[src/rtl/beep_sequencer_pkg.sv]
// Shared constants for the beep sequencer: FSM encoding, request mode codes,
// output amplitudes and a width helper used to size the counters.
package beep_pkg;

  // FSM state encoding (kept as plain constants so older tools can read it)
  localparam logic [1:0] ST_IDLE = 2'd0;
  localparam logic [1:0] ST_TONE = 2'd1;
  localparam logic [1:0] ST_GAP  = 2'd2;

  // Request mode codes
  localparam logic MODE_CONT  = 1'b0;
  localparam logic MODE_PULSE = 1'b1;

  // Square-wave amplitudes selected by amp_sel
  localparam logic [11:0] AMP_HALF = 12'h400;
  localparam logic [11:0] AMP_FULL = 12'h800;

  // Bits needed to hold values 0..v-1, never less than one bit
  function automatic int clog2_min1(input int v);
    return (v <= 2) ? 1 : $clog2(v);
  endfunction

  // Larger of two integers, used for the shared half-period counter
  function automatic int max_int(input int a, input int b);
    return (a > b) ? a : b;
  endfunction

endpackage

[src/rtl/beep_sequencer_if.sv]
// Request/status bundle between the keypad logic (master) and the beep
// sequencer (slave), plus read-only debug taps of the sequencer internals.
//
// Handshake: start is a single-cycle request strobe that is only looked at
// while the sequencer is idle; it is accepted when abort is low and num is in
// range, busy rises the next cycle and stays high until the sequencer is idle
// again. done pulses for exactly one cycle on normal completion (never after
// abort or reset). A start presented while busy is dropped, not queued.
interface beep_sequencer_if #(
  parameter int DATA_W = 12,
  parameter int NUM_W  = 4
);

  logic              start;
  logic              abort;
  logic [NUM_W-1:0]  num;
  logic              mode;
  logic              pitch_sel;
  logic              amp_sel;
  logic              busy;
  logic              done;
  logic [DATA_W-1:0] audio_out;
  logic [1:0]        state_dbg;
  logic              phase_dbg;

  modport master (
    output start, abort, num, mode, pitch_sel, amp_sel,
    input  busy, done, audio_out, state_dbg, phase_dbg
  );

  modport slave (
    input  start, abort, num, mode, pitch_sel, amp_sel,
    output busy, done, audio_out, state_dbg, phase_dbg
  );

endinterface

[src/rtl/beep_sequencer_tone_divider.sv]
// Square-wave phase generator. A clear forces phase high with the counter at
// zero, so the first cycle after a clear always starts a high half period.
// While enabled the counter runs 0..half_cyc-1 and phase flips at the top.
// phase_nxt exposes the value phase will take at the next edge so the parent
// can register its output in step with the phase flop.
module tone_divider #(
  parameter int HALF_W = 19
) (
  input  logic              clock,
  input  logic              reset,
  input  logic              clear,
  input  logic              en,
  input  logic [HALF_W-1:0] half_cyc,
  output logic              phase,
  output logic              phase_nxt
);

  logic [HALF_W-1:0] cnt_q, cnt_d;
  logic              phase_q, phase_d;
  logic [HALF_W-1:0] half_last;

  assign half_last = half_cyc - HALF_W'(1);

  // Next counter/phase: clear wins over counting
  always_comb begin
    cnt_d   = cnt_q;
    phase_d = phase_q;
    if (clear) begin
      cnt_d   = '0;
      phase_d = 1'b1;
    end else if (en) begin
      if (cnt_q == half_last) begin
        cnt_d   = '0;
        phase_d = ~phase_q;
      end else begin
        cnt_d = cnt_q + HALF_W'(1);
      end
    end
  end

  // Counter and phase registers
  always_ff @(posedge clock) begin
    if (reset) begin
      cnt_q   <= '0;
      phase_q <= 1'b0;
    end else begin
      cnt_q   <= cnt_d;
      phase_q <= phase_d;
    end
  end

  assign phase     = phase_q;
  assign phase_nxt = phase_d;

endmodule

[src/rtl/beep_sequencer.sv]
// Beep/tone sequencer feeding 12-bit square-wave samples to the DAC path.
// A request plays either one continuous tone of (num+1) units or (num+1)
// one-unit beeps separated by silent gaps. Pitch and amplitude are latched
// with the request; abort ends a request early without a done pulse.
module beep_sequencer
  import beep_pkg::*;
#(
  parameter int DATA_W      = 12,
  parameter int NUM_W       = 4,
  parameter int MAX_UNITS   = 10,
  parameter int UNIT_CYC    = 10_000_000,
  parameter int GAP_CYC     = 5_000_000,
  parameter int HALF_LO_CYC = 263_158,
  parameter int HALF_HI_CYC = 131_579
) (
  input  logic             clock,
  input  logic             reset,
  beep_sequencer_if.slave  bus
);

  // Counter widths: tone length up to UNIT_CYC*MAX_UNITS cycles, gap up to
  // GAP_CYC cycles, half period must hold the HALF_* value itself.
  localparam int DUR_W  = clog2_min1(UNIT_CYC * MAX_UNITS);
  localparam int GAP_W  = clog2_min1(GAP_CYC);
  localparam int HALF_W = clog2_min1(max_int(HALF_LO_CYC, HALF_HI_CYC) + 1);

  localparam logic [GAP_W-1:0]  GAP_LAST = GAP_W'(GAP_CYC - 1);
  localparam logic [DUR_W-1:0]  UNIT_LAST = DUR_W'(UNIT_CYC - 1);
  localparam logic [HALF_W-1:0] HALF_LO = HALF_W'(HALF_LO_CYC);
  localparam logic [HALF_W-1:0] HALF_HI = HALF_W'(HALF_HI_CYC);

  // FSM and counters
  logic [1:0]        state_q, state_d;
  logic [DUR_W-1:0]  dur_q, dur_d;
  logic [GAP_W-1:0]  gap_q, gap_d;
  logic [NUM_W-1:0]  beep_q, beep_d;

  // Latched request fields
  logic [NUM_W-1:0]  num_q, num_d;
  logic              mode_q, mode_d;
  logic              pitch_q, pitch_d;
  logic              amp_q, amp_d;

  // Registered outputs
  logic              busy_q, busy_d;
  logic              done_q, done_d;
  logic [DATA_W-1:0] audio_q, audio_d;

  // Divider control and taps
  logic              div_clear;
  logic              div_en;
  logic              phase;
  logic              phase_nxt;
  logic [HALF_W-1:0] half_cyc;

  // Derived request decode
  logic              req_ok;
  logic              accept;
  logic [DUR_W-1:0]  tone_last;
  logic [DATA_W-1:0] amp_val;

  // A start is only honoured in IDLE, with abort low and num in range
  assign req_ok = (32'(bus.num) < 32'(MAX_UNITS));
  assign accept = (state_q == ST_IDLE) && bus.start && !bus.abort && req_ok;

  // Last cycle index of the current TONE: one unit per beep in pulse mode,
  // (num+1) units for a continuous tone.
  assign tone_last = (mode_q == MODE_PULSE)
                   ? UNIT_LAST
                   : DUR_W'(UNIT_CYC * (32'(num_q) + 32'd1) - 32'd1);

  assign half_cyc = pitch_q ? HALF_HI : HALF_LO;
  assign div_en   = (state_q == ST_TONE);

  tone_divider #(
    .HALF_W (HALF_W)
  ) u_div (
    .clock     (clock),
    .reset     (reset),
    .clear     (div_clear),
    .en        (div_en),
    .half_cyc  (half_cyc),
    .phase     (phase),
    .phase_nxt (phase_nxt)
  );

  // FSM next state, counters, request latching and done generation
  always_comb begin
    state_d   = state_q;
    dur_d     = dur_q;
    gap_d     = gap_q;
    beep_d    = beep_q;
    num_d     = num_q;
    mode_d    = mode_q;
    pitch_d   = pitch_q;
    amp_d     = amp_q;
    done_d    = 1'b0;
    div_clear = 1'b0;

    case (state_q)
      ST_IDLE: begin
        if (accept) begin
          num_d     = bus.num;
          mode_d    = bus.mode;
          pitch_d   = bus.pitch_sel;
          amp_d     = bus.amp_sel;
          dur_d     = '0;
          gap_d     = '0;
          beep_d    = '0;
          div_clear = 1'b1;
          state_d   = ST_TONE;
        end
      end

      ST_TONE: begin
        if (bus.abort) begin
          state_d = ST_IDLE;
        end else if (dur_q == tone_last) begin
          if (mode_q == MODE_CONT) begin
            state_d = ST_IDLE;
            done_d  = 1'b1;
          end else if (beep_q == num_q) begin
            // Last beep: finish without a trailing gap
            beep_d  = beep_q + NUM_W'(1);
            state_d = ST_IDLE;
            done_d  = 1'b1;
          end else begin
            beep_d  = beep_q + NUM_W'(1);
            gap_d   = '0;
            state_d = ST_GAP;
          end
        end else begin
          dur_d = dur_q + DUR_W'(1);
        end
      end

      ST_GAP: begin
        if (bus.abort) begin
          state_d = ST_IDLE;
        end else if (gap_q == GAP_LAST) begin
          // Each beep restarts the square wave on a high half period
          dur_d     = '0;
          div_clear = 1'b1;
          state_d   = ST_TONE;
        end else begin
          gap_d = gap_q + GAP_W'(1);
        end
      end

      default: begin
        state_d = ST_IDLE;
      end
    endcase
  end

  // Amplitude of the request that will be active next cycle
  assign amp_val = amp_d ? DATA_W'(AMP_FULL) : DATA_W'(AMP_HALF);

  // Output next values, derived from next state so outputs are registered
  // yet line up with the state they describe.
  always_comb begin
    busy_d  = (state_d != ST_IDLE);
    audio_d = '0;
    if ((state_d == ST_TONE) && phase_nxt) begin
      audio_d = amp_val;
    end
  end

  // State, counters, latches and output registers
  always_ff @(posedge clock) begin
    if (reset) begin
      state_q <= ST_IDLE;
      dur_q   <= '0;
      gap_q   <= '0;
      beep_q  <= '0;
      num_q   <= '0;
      mode_q  <= 1'b0;
      pitch_q <= 1'b0;
      amp_q   <= 1'b0;
      busy_q  <= 1'b0;
      done_q  <= 1'b0;
      audio_q <= '0;
    end else begin
      state_q <= state_d;
      dur_q   <= dur_d;
      gap_q   <= gap_d;
      beep_q  <= beep_d;
      num_q   <= num_d;
      mode_q  <= mode_d;
      pitch_q <= pitch_d;
      amp_q   <= amp_d;
      busy_q  <= busy_d;
      done_q  <= done_d;
      audio_q <= audio_d;
    end
  end

  assign bus.busy      = busy_q;
  assign bus.done      = done_q;
  assign bus.audio_out = audio_q;
  assign bus.state_dbg = state_q;
  assign bus.phase_dbg = phase;

endmodule

[src/flat_wrapper.sv]
// flat-port wrapper written by rule: the top's interface ports become plain ports
module beep_sequencer_flat import beep_pkg::*;
#(
  parameter int DATA_W      = 12,
  parameter int NUM_W       = 4,
  parameter int MAX_UNITS   = 10,
  parameter int UNIT_CYC    = 10_000_000,
  parameter int GAP_CYC     = 5_000_000,
  parameter int HALF_LO_CYC = 263_158,
  parameter int HALF_HI_CYC = 131_579
)
  (clock, reset, bus_start, bus_abort, bus_num, bus_mode, bus_pitch_sel, bus_amp_sel, bus_busy, bus_done, bus_audio_out, bus_state_dbg, bus_phase_dbg);
  beep_sequencer_if #(.DATA_W(DATA_W), .NUM_W(NUM_W)) bus_i ();
  input  logic clock;
  input  logic reset;
  input wire logic [$bits(bus_i.start)-1:0] bus_start;
  input wire logic [$bits(bus_i.abort)-1:0] bus_abort;
  input wire logic [$bits(bus_i.num)-1:0] bus_num;
  input wire logic [$bits(bus_i.mode)-1:0] bus_mode;
  input wire logic [$bits(bus_i.pitch_sel)-1:0] bus_pitch_sel;
  input wire logic [$bits(bus_i.amp_sel)-1:0] bus_amp_sel;
  output wire logic [$bits(bus_i.busy)-1:0] bus_busy;
  output wire logic [$bits(bus_i.done)-1:0] bus_done;
  output wire logic [$bits(bus_i.audio_out)-1:0] bus_audio_out;
  output wire logic [$bits(bus_i.state_dbg)-1:0] bus_state_dbg;
  output wire logic [$bits(bus_i.phase_dbg)-1:0] bus_phase_dbg;
  assign bus_i.start = bus_start;
  assign bus_i.abort = bus_abort;
  assign bus_i.num = bus_num;
  assign bus_i.mode = bus_mode;
  assign bus_i.pitch_sel = bus_pitch_sel;
  assign bus_i.amp_sel = bus_amp_sel;
  assign bus_busy = bus_i.busy;
  assign bus_done = bus_i.done;
  assign bus_audio_out = bus_i.audio_out;
  assign bus_state_dbg = bus_i.state_dbg;
  assign bus_phase_dbg = bus_i.phase_dbg;
  beep_sequencer #(.DATA_W(DATA_W), .NUM_W(NUM_W), .MAX_UNITS(MAX_UNITS), .UNIT_CYC(UNIT_CYC), .GAP_CYC(GAP_CYC), .HALF_LO_CYC(HALF_LO_CYC), .HALF_HI_CYC(HALF_HI_CYC)) u_core (.clock(clock), .reset(reset), .bus(bus_i));
endmodule
[config.mk]
export PLATFORM = sky130hd
export DESIGN_NAME = beep_sequencer_flat
export DESIGN_NICKNAME = d
export VERILOG_FILES = /design/src/rtl/beep_sequencer_pkg.sv /design/src/rtl/beep_sequencer_if.sv /design/src/rtl/beep_sequencer_tone_divider.sv /design/src/rtl/beep_sequencer.sv /design/src/flat_wrapper.sv
export SDC_FILE = /design/constraint.sdc
export NUM_CORES = 1
export LEC_CHECK = 0
export ABC_AREA = 1
export ABC_CLOCK_PERIOD_IN_PS = 4800
export BUFFER_PORTS_ARGS = -buffer_cell sky130_fd_sc_hd__buf_4
export CAP_MARGIN = 20
export CORE_MARGIN = 4
export CORE_UTILIZATION = 58
export CTS_BUF_LIST = sky130_fd_sc_hd__clkbuf_4 sky130_fd_sc_hd__clkbuf_8 sky130_fd_sc_hd__clkbuf_16
export DETAILED_ROUTE_END_ITERATION = 12
export GPL_TIMING_DRIVEN = 0
export PLACE_DENSITY = 0.87
export SETUP_SLACK_MARGIN = 0.5
export SYNTH_ARGS = -nofsm -noshare
export SYNTH_HDL_FRONTEND = slang
export SYNTH_SLANG_ARGS = --single-unit
[constraint.sdc]
create_clock -name clock -period 4.8 [get_ports clock]
set_input_delay 0.72 -clock clock [delete_from_list [all_inputs] [get_ports clock]]
set_output_delay 0.72 -clock clock [all_outputs]
set_load 0.05 [all_outputs]
# After elaboration in Yosys (flattened, before gate mapping)
# Index checks and enable logic that the tools add are counted.
[word_totals]
elab_cells = 100
inputBits = 11
output_inout_bits = 17
register_bits = 97
[op_classes]
n_mux = 42
n_reduce_logical = 16
multipliers = 1
addsub = 7
eq_ne = 16
bitwise_logic = 4
magnitude_cmp = 1
[ops]
columns = ["cell", "n"]
rows = [
  ["$mux W27", 6],
  ["$mux W23", 7],
  ["$pmux W27 S3", 1],
  ["$pmux W23 S3", 1],
  ["$mux W19", 2],
  ["$mul A17 B32 Y20 const A", 1],
  ["$add A27 B1 Y27 const B", 1],
  ["$eq A27 B27 Y1", 1],
  ["$sub A27 B1 Y27 const B", 1],
  ["$add A23 B1 Y23 const B", 1],
  ["$eq A23 B23 Y1 const B", 1],
  ["$add A19 B1 Y19 const B", 1],
  ["$eq A19 B19 Y1", 1],
  ["$sub A19 B1 Y19 const B", 1],
  ["$mux W4", 4],
  ["$mux W2", 7],
  ["$mux W12", 1],
  ["$ne A2 B2 Y1 const B", 6],
  ["$mux W1", 10],
  ["$pmux W4 S2", 1],
  ["$reduce_and A8 Y1", 1],
  ["$ne A2 B1 Y1 const B", 3],
  ["$pmux W2 S3", 1],
  ["$reduce_and A6 Y1", 1],
  ["other kinds (17)", 26],
]

# Logic depth before layout (Yosys ltp)
[logic_depth]
ltp_word = 12
mapped_depth = 34

# By module
# A second synthesis with hierarchy kept.
[hier_totals]
cells_unflattened = 1412
hier_area_um2 = 8714.6
[by_module_without_submodules]
columns = ["mod", "seq_area_each_um2", "n_inst", "cells_each", "area_each_um2"]
rows = [
  ["beep_sequencer", 1341.3, 1, 1094, 6710.2],
  ["tone_divider", 400.4, 1, 318, 2004.4],
]

# Worst setup path after synthesis
# Ideal clock, no wire load.
[synth_timing]
kind = "reg-to-reg"
start = "reg u_core.num_q[0]"
end = "reg u_core.gap_q[14]"
arrival_ns = 4.521
n_path_buf = 2
stages_incl_launch_ff = 31
path_slack_ns = 0.147
required_time_ns = 4.668
synth_period_minus_slack_ns = 4.653
path_cell_list = "dfxtp_1 ha_1 buf_2 inv_1 nor3_1 ha_1 inv_1 fa_1 ha_1 ha_1 inv_1 nand2_1 nand3_1 nand2_1 nand2_1 nand2_1 nor2_2 nand3_2 nor2_4 nand3_1 nand3_2 nor2_1 nor2_1 nand2_2 nor2_4 nand2_4 nand2_8 nand2_4 buf_6 nand2_1 a21oi_1"
[synth_between]
elab_chain_cells = 7
elab_cells_between_ends = 9
[synth_rtl]
columns = ["item", "line", "source"]
rows = [
  ["from (decl)", "beep_sequencer.sv:39", "logic [NUM_W-1:0] num_q, num_d;"],
  ["from (signal assigned)", "beep_sequencer.sv:188", "num_q <= num_d;"],
  ["$add A4 B1 Y5", "beep_sequencer.sv:70", ": DUR_W'(UNIT_CYC * (32'(num_q) + 32'd1) - 32'd1);"],
  ["$mul A17 B32 Y20", "beep_sequencer.sv:70", ""],
  ["$sub A27 B1 Y27", "beep_sequencer.sv:70", ""],
  ["$mux W27", "beep_sequencer.sv:69", "? UNIT_LAST"],
  ["$eq A27 B27 Y1", "beep_sequencer.sv:118", "end else if (dur_q == tone_last) begin"],
  ["$ne A2 B2 Y1 (no line)", "-", ""],
  ["$reduce_and A8 Y1 (no line) *", "-", ""],
  ["to (signal assigned)", "beep_sequencer.sv:186", "gap_q <= gap_d;"],
  ["to (decl)", "beep_sequencer.sv:35", "logic [GAP_W-1:0] gap_q, gap_d;"],
]
# Every way passes the cells marked *; elsewhere a longest branch is shown, timed or not.
# A chain may end at the register's enable or synchronous reset.

# Worst setup path in the final report
[layout_timing]
start = "reg u_core.num_q[1]"
end = "reg u_core.gap_q[13]"
# Same word-level chain as after synthesis.

==> Flow_metrics.wiki <==
{| class="wikitable"
! Metric !! Value
|-
| Run status || complete, but fails checks
|-
| Violations in the final reports || setup timing
|-
| TritonCTS Buffers || 9
|-
| Starting utilization of the core area || 60.0%
|-
| Antenna Diode Count || 0
|-
| Maximum number of pins on one net before global-route repair || 15
|-
| Post-route clock period utilization || 104%
|-
| Final Instance Count excl. Fillers || 1501
|-
| Routed vias || 9193
|-
| Post-place instance area || 0.00812 mm^2
|-
| Number of cells on the worst reg-to-reg path || 29
|-
| CTS tree || yes
|-
| Post-CTS Hold Fix Bufs || 0
|-
| Per-instance average area after synthesis || 6.16 um^2
|-
| Number of distinct library cells after synthesis || 39
|-
| Total overflow reported by the global router || 0
|-
| Startpoint type of the worst setup path || flop
|-
| Y dimension of the die || 123 um
|-
| Peak clock frequency supported by timing || 200 MHz
|-
| End point of the most critical hold path || u_core.dur_q[7]
|-
| # port buffers || 16
|-
| Wire length of the first global-routing pass || 38300 um
|-
| Setup CP Type || reg2reg
|-
| Maximum fanout count along the critical path || 7
|-
| Wire per inst || 17.4 um
|-
| Unrepaired setup endpoints after global routing || yes
|-
| Worst hold start || u_core.dur_q[7]
|-
| Largest area contributor in the netlist || dfxtp_1
|-
| Count of routing violations after the opening detailed-route iteration || 1208
|-
| Actual slew at the worst max-slew pin || 1.11 ns
|-
| Worst EP arrival || 5.20 ns
|-
| Master of the slowest instance on the critical path || fa_1
|-
| DP Cell Count || 1444
|-
| Clock-pin slew on the worst setup and hold paths || 0.07 ns
|-
| Post-Synthesis Cell Area || 0.00767 mm^2
|-
| Final hold violation count || 0
|-
| Worst hold path stage count || 2
|-
| Num ports || 28
|-
| Post-synth EDFFs || 0
|-
| Most frequent cells after synthesis || nand2_1, nor2_1, inv_1
|-
| Routed wire length || 26100 um
|-
| Static leakage || 3.80 nW
|-
| Layout Area Growth over Synthesis || 24.5%
|-
| Share of the yosys chip area belonging to registers || 22.7%
|-
| Site Rows || 41
|-
| Residual DRC || 0
|-
| Buffer levels on the longest clock path || 2
|-
| Final antenna-violating net count || 0
|-
| Number of instances in the synthesized netlist || 1245
|-
| Hold/Removal Path Class || reg2reg
|-
| Main synth FF type || dfxtp_1
|-
| RR Startpoint || u_core.num_q[1]
|-
| Post-route cell area || 0.00955 mm^2
|-
| Total number of clock tree sinks || 87
|-
| Die Wd || 123 um
|-
| Final Max Slew Viols || 0
|-
| Clock root cell || clkbuf_16
|-
| Die Footprint || 0.0151 mm^2
|-
| Most frequent cell after synthesis || nand2_1
|-
| Global-route total usage across every layer || 31.3%
|-
| Reg2reg setup slack || -0.20 ns
|-
| #FFs+latches synth || 87
|-
| Total power consumption of the routed design || 2.38 mW
|-
| Power density normalized to cell area || 250 mW/mm^2
|-
| Antenna violations before repair || 0
|-
| Critical path endpoint category || flop
|-
| Number of vias per cell after detailed routing || 6.12
|-
| H-tree depth reported by CTS || 3
|-
| Total of warnings raised by yosys || 0
|-
| NumNets Final || 1381
|-
| Final Skew || 0.00811 ns
|-
| Maximum Capacitance Violations || 0
|-
| First-pass detailed-route iteration total || 8
|-
| Relative slew slack || 25.4%
|-
| Proportion of netlist area held by the largest area contributor || 22.7%
|-
| Critical path data required time || 5.00 ns
|-
| Clock Latency Late Sink || 0.35 ns
|-
| Leading post-synthesis cells by cell area || dfxtp_1, nand2_1, nand3_1
|-
| Reg-to-Reg End || u_core.gap_q[13]
|-
| Largest stage delay on the critical path || 0.54 ns
|-
| Final HPWL DP || 15700 um
|-
| Final critical-path required period || 5.00 ns
|-
| Final count of negative-setup-slack endpoints || 58
|-
| Share of flip-flops with an asynchronous set or reset after synthesis || 0%
|-
| Number of global-route vias before repair || 8280
|-
| Area inside the core boundary || 0.0128 mm^2
|-
| Post-Route Setup TNS || -8.20 ns
|-
| Routability congestion estimate from global placement || 0.990
|-
| Worst vdd rail ir drop || 295 uV
|-
| Crit path setup slack, layout || -0.196 ns
|-
| Final-layout worst hold slack || 0.501 ns
|-
| Fraction of layout cells with a size suffix above 1 || 22.3%
|}
## through the flow
step / setup WS, ns / util, %
final: -0.196 / 74.8
after global routing: -0.415 / 74.8
after CTS: 0.311 / 71.0
after detailed placement: -0.254 / 63.6
after global placement: -0.195 / 63.6
after floorplan: 0.502 / -
## cell families (layout without fill, tap and decap cells)
family	after synthesis	in the layout	synth area share, %
AO/OA/AOI/OAI	96	96	6.58
XOR/XNOR	62	62	7.08
adder cells (fa/ha/maj)	45	45	7.73
buffers and inverters	197	270	10.9
flip-flops	87	87	22.7
other	1	12	0.0489
AND/OR/NAND/NOR	757	757	44.9
## layout make-up
| class | count | area [um^2] |
|---|---|---|
| Buffer | 47 | 317 |
| Clock buffer | 10 | 239 |
| Clock inverter | 5 | 58.8 |
| Fill cell | 877 | 3220 |
| Inverter | 150 | 581 |
| Multi-Input combinational cell | 972 | 5930 |
| Sequential cell | 87 | 1750 |
| Tap cell | 172 | 215 |
| Timing Repair Buffer | 58 | 462 |
## how the worst max path moves through the flow
| stage | slack [ns] | cells after the start | from | to |
|---|---|---|---|---|
| 2_1_floorplan | 0.50 | 30 | u_core.num_q[0] | u_core.gap_q[14] |
| 3_3_place_gp | -0.19 | 26 | u_core.num_q[0] | u_core.gap_q[19] |
| 3_5_place_dp | -0.25 | 26 | u_core.num_q[0] | u_core.gap_q[20] |
| 4_1_cts | 0.31 | 28 | u_core.num_q[0] | u_core.gap_q[13] |
| 5_1_grt | -0.41 | 33 | u_core.num_q[0] | u_core.gap_q[4] |
| 6_report | -0.20 | 29 | u_core.num_q[1] | u_core.gap_q[13] |
## placed cells by master, fill, tap and decap left out, types with 27 or more instances in the layout
cell type  synthesis  layout
nor2_1           157     141
nand3_1          136     122
buf_4             10      62
dfxtp_1           87      85
nand2_2            9      53
ha_1              41      27
xor2_1            50      48
a21oi_1           73      37
a21oi_2            0      35
inv_1            146     135
nand4_1           51      51
nor3_1            38      36
nand2_1          312     255
## timing repair
action	CTS	global route
gates cloned	2	0
resized for setup	100	111
setup buffers	29	11
pin swaps	40	32
endpoints found under the setup margin	60	60
## sequential cells by signal (all words and copies together), names as in the netlist
| signal | count |
|---|---|
| u_core.amp_q | 1 |
| u_core.beep_q | 4 |
| u_core.bus.audio_out | 2 |
| u_core.bus.busy | 1 |
| u_core.bus.done | 1 |
| u_core.bus.state_dbg | 2 |
| u_core.dur_q | 27 |
| u_core.gap_q | 23 |
| u_core.mode_q | 1 |
| u_core.num_q | 4 |
| u_core.pitch_q | 1 |
| u_core.u_div.cnt_q | 19 |
| u_core.u_div.phase | 1 |
## worst max-delay path, delay by kind of cell, from the launching register on
family,cells,cell delay [ns]
AOI/OAI and AO/OA,1,0.05
adders and majority gates,4,1.45
buffers and inverters,6,0.90
DFF,1,0.36
and+or+nand+nor,18,2.08
## power breakdown
group / internal [mW] / switching, mW
logic: 0.324 / 0.613
clock network: 0.414 / 0.290
registers: 0.731 / 0.0117
## metal layers
metal,wire [um],vias to the layer above,GRT usage [%]
met5,0,-,0
met3,2720,220,6.45
li1,-,4198,-
met2,11900,681,52.2
met4,1790,0,17.8
met1,9630,4094,37.4
No activity file was read; power rests on OpenSTA's default activity.
